## config.mk

```make
export PLATFORM = sky130hd
export DESIGN_NAME = mem_arbiter
export DESIGN_NICKNAME = d
export VERILOG_FILES = /design/src/rtl/mem_arbiter.sv
export SDC_FILE = /design/constraint.sdc
export NUM_CORES = 1
export LEC_CHECK = 0
export CAP_MARGIN = 25
export CORE_MARGIN = 2
export CORE_UTILIZATION = 35
export CTS_CLUSTER_DIAMETER = 30
export DETAILED_ROUTE_END_ITERATION = 8
export PLACE_DENSITY_LB_ADDON = 0.12
export SYNTH_ARGS = -nofsm -noshare
export SYNTH_HDL_FRONTEND = slang
export SYNTH_SLANG_ARGS = --single-unit
```

## constraint.sdc

```tcl
create_clock -name clk -period 2.3 [get_ports clk]
set_input_delay 0.575 -clock clk [delete_from_list [all_inputs] [get_ports clk]]
set_output_delay 0.575 -clock clk [all_outputs]
set_load 0.01 [all_outputs]
```

## src/rtl/mem_arbiter.sv

```systemverilog
// mem_arbiter: N-channel request/acknowledge arbiter serialising transactions onto one memory port.
// Build option MEM_ARB_RR_EN selects round-robin arbitration; otherwise fixed priority (channel 0 highest).
module mem_arbiter #(
    parameter int NUM_CH  = 2,
    parameter int AW      = 32,
    parameter int DW      = 32,
    parameter int TIMEOUT = 255
) (
    input  logic                 clk,
    input  logic                 reset,
    input  logic [NUM_CH-1:0]    ch_req,
    input  logic [NUM_CH*AW-1:0] ch_addr,
    input  logic [NUM_CH-1:0]    ch_write,
    input  logic [NUM_CH*DW-1:0] ch_wdata,
    input  logic [NUM_CH*2-1:0]  ch_width,
    input  logic [NUM_CH-1:0]    ch_extend,
    output logic [NUM_CH-1:0]    ch_ack,
    output logic                 ch_err,
    output logic [DW-1:0]        ch_rdata,
    output logic                 bus_req,
    output logic [AW-1:0]        bus_addr,
    output logic                 bus_write,
    output logic [DW-1:0]        bus_wdata,
    output logic [1:0]           bus_width,
    output logic                 bus_extend,
    input  logic                 bus_ack,
    input  logic [DW-1:0]        bus_rdata
);

    localparam int GW = (NUM_CH > 1) ? $clog2(NUM_CH) : 1;
    localparam int WW = (TIMEOUT > 1) ? $clog2(TIMEOUT) : 1;

    typedef enum logic [1:0] {
        IDLE,
        BUSY,
        RESP
    } state_t;

    state_t              state, state_n;
    logic [GW-1:0]       grant, grant_n;
    logic [GW-1:0]       winner;
    logic [WW-1:0]       wdog, wdog_n;
    logic                wdog_expired;

    logic [NUM_CH-1:0]   ch_ack_n;
    logic                ch_err_n;
    logic [DW-1:0]       ch_rdata_n;
    logic                bus_req_n;
    logic [AW-1:0]       bus_addr_n;
    logic                bus_write_n;
    logic [DW-1:0]       bus_wdata_n;
    logic [1:0]          bus_width_n;
    logic                bus_extend_n;

    // Watchdog fires on the last permitted BUSY cycle; TIMEOUT of zero disables it.
    assign wdog_expired = (TIMEOUT != 0) && (wdog == WW'(TIMEOUT - 1));

`ifdef MEM_ARB_RR_EN
    logic [GW-1:0]     rr_ptr, rr_ptr_n;
    logic [NUM_CH-1:0] req_rot;
    int                rr_off;
    int                rr_sum;

    // Rotate requests so rr_ptr sits at bit 0, take the lowest set bit, then rotate back.
    always_comb begin
        req_rot = NUM_CH'({ch_req, ch_req} >> rr_ptr);
        rr_off  = 0;
        for (int k = NUM_CH - 1; k >= 0; k--) begin
            if (req_rot[k]) begin
                rr_off = k;
            end
        end
        rr_sum = int'(rr_ptr) + rr_off;
        if (rr_sum >= NUM_CH) begin
            rr_sum = rr_sum - NUM_CH;
        end
        winner = GW'(rr_sum);
    end
`else
    always_comb begin
        winner = '0;
        for (int k = NUM_CH - 1; k >= 0; k--) begin
            if (ch_req[k]) begin
                winner = GW'(k);
            end
        end
    end
`endif

    always_comb begin
        state_n      = state;
        grant_n      = grant;
        wdog_n       = wdog;
        ch_ack_n     = '0;
        ch_err_n     = 1'b0;
        ch_rdata_n   = ch_rdata;
        bus_req_n    = bus_req;
        bus_addr_n   = bus_addr;
        bus_write_n  = bus_write;
        bus_wdata_n  = bus_wdata;
        bus_width_n  = bus_width;
        bus_extend_n = bus_extend;
`ifdef MEM_ARB_RR_EN
        rr_ptr_n     = rr_ptr;
`endif

        case (state)
            IDLE: begin
                if (|ch_req) begin
                    grant_n      = winner;
                    bus_req_n    = 1'b1;
                    bus_addr_n   = ch_addr[int'(winner)*AW +: AW];
                    bus_write_n  = ch_write[winner];
                    bus_wdata_n  = ch_wdata[int'(winner)*DW +: DW];
                    bus_width_n  = ch_width[int'(winner)*2 +: 2];
                    bus_extend_n = ch_extend[winner];
                    wdog_n       = '0;
                    state_n      = BUSY;
                end
            end
            BUSY: begin
                // A real acknowledge takes precedence over a watchdog expiring in the same cycle.
                if (bus_ack) begin
                    ch_rdata_n      = bus_rdata;
                    bus_req_n       = 1'b0;
                    ch_ack_n[grant] = 1'b1;
                    ch_err_n        = 1'b0;
                    state_n         = RESP;
                end else if (wdog_expired) begin
                    ch_rdata_n      = '0;
                    bus_req_n       = 1'b0;
                    ch_ack_n[grant] = 1'b1;
                    ch_err_n        = 1'b1;
                    state_n         = RESP;
                end else begin
                    wdog_n = wdog + 1'b1;
                end
            end
            RESP: begin
                state_n = IDLE;
`ifdef MEM_ARB_RR_EN
                rr_ptr_n = (grant == GW'(NUM_CH - 1)) ? '0 : grant + 1'b1;
`endif
            end
            default: begin
                state_n = IDLE;
            end
        endcase
    end

    always_ff @(posedge clk) begin
        if (reset) begin
            state      <= IDLE;
            grant      <= '0;
            wdog       <= '0;
            ch_ack     <= '0;
            ch_err     <= 1'b0;
            ch_rdata   <= '0;
            bus_req    <= 1'b0;
            bus_addr   <= '0;
            bus_write  <= 1'b0;
            bus_wdata  <= '0;
            bus_width  <= '0;
            bus_extend <= 1'b0;
`ifdef MEM_ARB_RR_EN
            rr_ptr     <= '0;
`endif
        end else begin
            state      <= state_n;
            grant      <= grant_n;
            wdog       <= wdog_n;
            ch_ack     <= ch_ack_n;
            ch_err     <= ch_err_n;
            ch_rdata   <= ch_rdata_n;
            bus_req    <= bus_req_n;
            bus_addr   <= bus_addr_n;
            bus_write  <= bus_write_n;
            bus_wdata  <= bus_wdata_n;
            bus_width  <= bus_width_n;
            bus_extend <= bus_extend_n;
`ifdef MEM_ARB_RR_EN
            rr_ptr     <= rr_ptr_n;
`endif
        end
    end

endmodule
```

==> Yosys cells after proc, flatten, opt, wreduce, memory -nomap -nowiden <==
Cells that the tools add are included.
{ "op_classes": {"n_mul": 0, "mux": 25, "n_addsub": 1, "n_div": 0, "bitwise_logic": 1, "reduce_logical": 12, "n_lt_le_gt_ge": 3, "n_shift": 3, "eq_ne": 6} }
{ "ops": {"columns": ["op", "count"], "rows": [
  ["64-bit by 7-bit variable part select with 32-bit output", 2],
  ["32-bit 2-to-1 mux", 2],
  ["8-bit 2-to-1 mux", 3],
  ["8-bit one-hot mux with 2 select lines", 1],
  ["1-bit 2-to-1 mux", 11],
  ["2-bit 2-to-1 mux", 5],
  ["8-bit by 1-bit adder with 8-bit output (second input constant)", 1],
  ["8-bit equality test (second input constant)", 1],
  ["2-bit inequality test (second input constant)", 3],
  ["2-bit AND reduction", 3],
  ["1-bit by 2-bit less-than comparator with 1-bit output (second input constant)", 2],
  ["2-bit one-hot mux with 2 select lines", 1],
  ["4-bit AND reduction", 1],
  ["2-bit nonzero test", 2],
  ["2-bit OR reduction", 2],
  ["4-bit by 3-bit variable part select with 2-bit output", 1],
  ["3-bit inequality test (second input constant)", 1],
  ["3-bit AND reduction", 1],
  ["3-bit OR reduction", 1],
  ["2-bit by 1-bit equality test with 1-bit output (second input constant)", 1],
  ["2-bit logical NOT", 1],
  ["1-bit one-hot mux with 2 select lines", 1],
  ["1-bit demux with 1-bit select", 1],
  ["1-bit greater-or-equal comparator (second input constant)", 1],
  ["2 further kinds", 2]
]} }
{ "word_totals": {"ramBits": 0, "memories": 0, "output_inout_bits": 104, "inputBits": 173, "word_cells": 63, "latch_bits": 0, "ff_bits": 115, "rom_bits": 0} }

==> Logic depth before layout (Yosys ltp) <==
{ "depth": {"word_depth": 6, "mapped_depth": 7} }

==> Worst setup path after synthesis <==
OpenSTA, ideal clock, no wires.
{ "synth_timing": {"path_type": "in2reg", "start": "input port bus_ack", "end": "register wdog[5]", "setup_slack_ps": 755, "arrival_ps": 1470, "path_stages": 4, "t_required_ps": 2226, "cell_sequence": "nor3b_2 > o21ai_2 > or4_1 > a31oi_1"} }
{ "synth_between": {"elab_chain_len": 2} }
{ "synth_lines": {"columns": ["element", "line_no", "text"], "rows": [
  ["from (decl)", "26", "input logic bus_ack,"],
  ["2-bit inequality test (no source line)", null, null],
  ["4-bit AND reduction (no source line)", null, null],
  ["to (signal assigned)", "171", "wdog <= wdog_n;"],
  ["to (decl)", "42", "logic [WW-1:0] wdog, wdog_n;"]
]} }
No other way between the ends.
A chain may end at the register's enable or synchronous reset.

==> Final worst setup path <==
{ "layout_timing": {"start": "register bus_addr[28]", "end": "output port bus_addr[28]"} }
{ "layout_rtl": {"columns": ["element", "line_no", "text"], "rows": [
  ["from (decl)", "21", "output logic [AW-1:0] bus_addr,"],
  ["from (signal assigned)", "176", "bus_addr <= bus_addr_n;"]
]} }
No word-level cell between the ends.

==> results_dict.tcl <==
set metrics [dict create \
    numCtsBuffers 17 \
    grt_remaining_overflow 0 \
    ctsResizeCount 0 \
    wl_met1_mm 5.14 \
    rsz0062_at_grt "no" \
    initial_core_util 0.356 \
    status "complete, no violations" \
    routedWlPerCell_um 14.9 \
    min_path_type "reg2reg" \
    antenna_found_initial 0 \
    crit_path_max_fanout 2 \
    ys_types 39 \
    vias 4381 \
    max_slew.worst_pin.slew_ns 0.394 \
    rr_worst_depth 6 \
    drt_iter0_drc 129 \
    r2r_start "wdog[0]" \
    critical_path.max_stage_delay_ns 0.59 \
    finalSetupViolCount 0 \
    drc 0 \
    nNetsFinal 898 \
    synth_area_leaders "dfxtp_1, mux2i_1, a211oi_1" \
    syn_avg_cell_area_um2 10.4 \
    grtUsageTotal 0.189 \
    clock-sinks 115 \
    ctsHtreeMaxLevel 4 \
    hpwl_mm 10.5 \
    first_pass_iters 4 \
    route.met3.wl_mm 1.08 \
    hold_violations 0 \
    grt_first_pass_wirelength_mm 21.2 \
    die_h_um 120 \
    cp-end-kind "output pin" \
    post_cts_buffers 0 \
    max_freq_mhz 526 \
    grt_max_degree 38 \
    die_w_um 120 \
    path_clk_slew_ns 0.05 \
    crit_buf_inv 1 \
    syn2layout_area_growth_pct 76.1 \
    syn_area_um2 4680 \
    boundaryPins 277 \
    dp.cells 880 \
    clock_path_buffers 2 \
    relSlewSlack 0.737 \
    setup_tns_ns 0 \
    power.leakage_nw 3.39 \
    synth_seq_area_share 0.492 \
    maxSlewViolCount 0 \
    fin_worst_skew_ns 0.00556 \
    insertion_delay_ns 0.40 \
    yosys_register_bits 115 \
    port_buffers 276 \
    highest_layer "met4" \
    hold_ws_ns 0.452 \
    min_from "grant" \
    yosys_warnings 0 \
    coreArea_um2 13100 \
    drt_wl_total_mm 13.6 \
    min_to "ch_ack[0]" \
    num_rows 42 \
    r2r-end "wdog[5]" \
    antenna_left 0 \
    grt_pass1_vias 4407 \
    synth.top_cell.area_share 0.492 \
    period_minus_slack_ns 1.90 \
    finalCritPeriodShare 0.827 \
    peakVddDrop_mv 0.496 \
    syn_inst 451 \
    synth.largest_area_cell "dfxtp_1" \
    worstSetupPathType "reg2out" \
    power_mw 6.06 \
    layout.cells.non_filler 911 \
    layout_common_cells "clkdlybuf4s50_1, dfxtp_1, nor2_1, mux2i_1, a211oi_1" \
    drive_gt1_frac 0.0789 \
    cts_tree "built" \
    ff2ff_setup_slack_ns 0.53 \
    antenna-diode-count 0 \
    cp.arrival_ns 1.33 \
    cts-root-buf "clkbuf_16" \
    syn_nets 626 \
    crit_path_start_kind "flop" \
    cts_hold_buf 0 \
    fp.dieArea_um2 14300 \
    mostFrequentLayoutCell "clkdlybuf4s50_1" \
    worst_ep_required_time_ns 1.73 \
    cp_cell_sequence "clkdlybuf4s50_1" \
    viasPerCell 4.81 \
    wl_met2_mm 7.13 \
    cpLargestDelayFamily "buffers and inverters" \
    drv_cap 0 \
    place.gp.congestion 0.776 \
    critical_path.slowest_cell "clkdlybuf4s50_1" \
    holdPathStages 1 \
    power_density_nw_per_um2 736 \
]
==> power breakdown <==
| part | switching, mW | total (mW) | internal [mW] |
|---|---|---|---|
| clock | 0.868 | 2.53 | 1.66 |
| combinational | 0.509 | 1.28 | 0.767 |
| sequential | 0.0885 | 2.26 | 2.17 |
==> Yosys cell counts <==
cell / n
and2_1: 1
dfxtp_1: 115
nand4_2: 1
mux2i_1: 69
clkbuf_1: 8
buf_1: 2
a211oi_1: 69
and3_1: 1
inv_1: 3
o31ai_1: 1
o21ai_1: 2
nor4_1: 1
nand2b_1: 3
nor2_1: 73
and2b_1: 1
buf_4: 7
o221ai_1: 1
nor3b_2: 1
o21a_1: 3
a21oi_2: 1
nand3b_1: 2
o31a_1: 1
or3_1: 2
a21oi_1: 5
nand2b_2: 1
a31oi_1: 2
nor3_1: 1
o21ai_2: 1
or2_2: 1
nand3_1: 9
nand2_4: 1
ha_1: 2
or4_1: 2
buf_2: 15
o32ai_2: 1
a22o_1: 32
buf_6: 7
o211ai_1: 2
nand2_1: 1
==> final cells by class <==
type	instances	area [um2]
Clock buffer	21	470
Clock inverter	10	108
Fill cell	1152	4890
Inverter	3	11.3
Multi-Input combinational cell	294	2140
Sequential cell	115	2300
Tap cell	176	220
Timing Repair Buffer	292	2990
==> per-layer routing <==
layer | vias up | global-route usage
li1 | 2220 | -
met1 | 1979 | 0.194
met2 | 162 | 0.340
met3 | 20 | 0.0741
met4 | 0 | 0.0831
met5 | - | 0
==> kinds of logic (layout without fill, tap and decap cells) <==
kind of cell,after synthesis,in the layout,share of synthesized area
and+or+nand+nor,102,102,0.0997
muxes,69,69,0.148
AOI/OAI and AO/OA,121,121,0.201
buffers and inverters,42,326,0.0545
DFF,115,115,0.492
adders and majority gates,2,2,0.00534
==> worst max path at each step <==
stage | slack (ns) | startpoint | cells after the start | endpoint
after global routing | 0.33 | bus_wdata[18] | 1 | bus_wdata[18]
after CTS | 0.36 | bus_wdata[18] | 1 | bus_wdata[18]
after detailed placement | 0.08 | bus_ack | 5 | wdog[5]
after floorplan | 0.76 | bus_ack | 4 | wdog[5]
final | 0.40 | bus_addr[28] | 1 | bus_addr[28]
after global placement | 0.12 | bus_ack | 5 | wdog[5]
==> flip-flops by register name, indices dropped and copies added, names as in the netlist <==
name	count
bus_addr	32
bus_extend	1
bus_req	1
bus_wdata	32
bus_width	2
bus_write	1
ch_ack	2
ch_err	1
ch_rdata	32
grant	1
state	2
wdog	8
==> stage by stage <==
| step | utilization | cell area, um2 | worst slack (ns) |
|---|---|---|---|
| 3_5_place_dp | 0.584 | 7670 | 0.0799 |
| 5_1_grt | 0.628 | 8240 | 0.326 |
| 4_1_cts | 0.628 | 8240 | 0.361 |
| 6_report | 0.628 | 8240 | 0.399 |
| 2_1_floorplan | - | 4680 | 0.755 |
| 3_3_place_gp | 0.584 | 7670 | 0.123 |
Power figures use the tool's default switching activity.
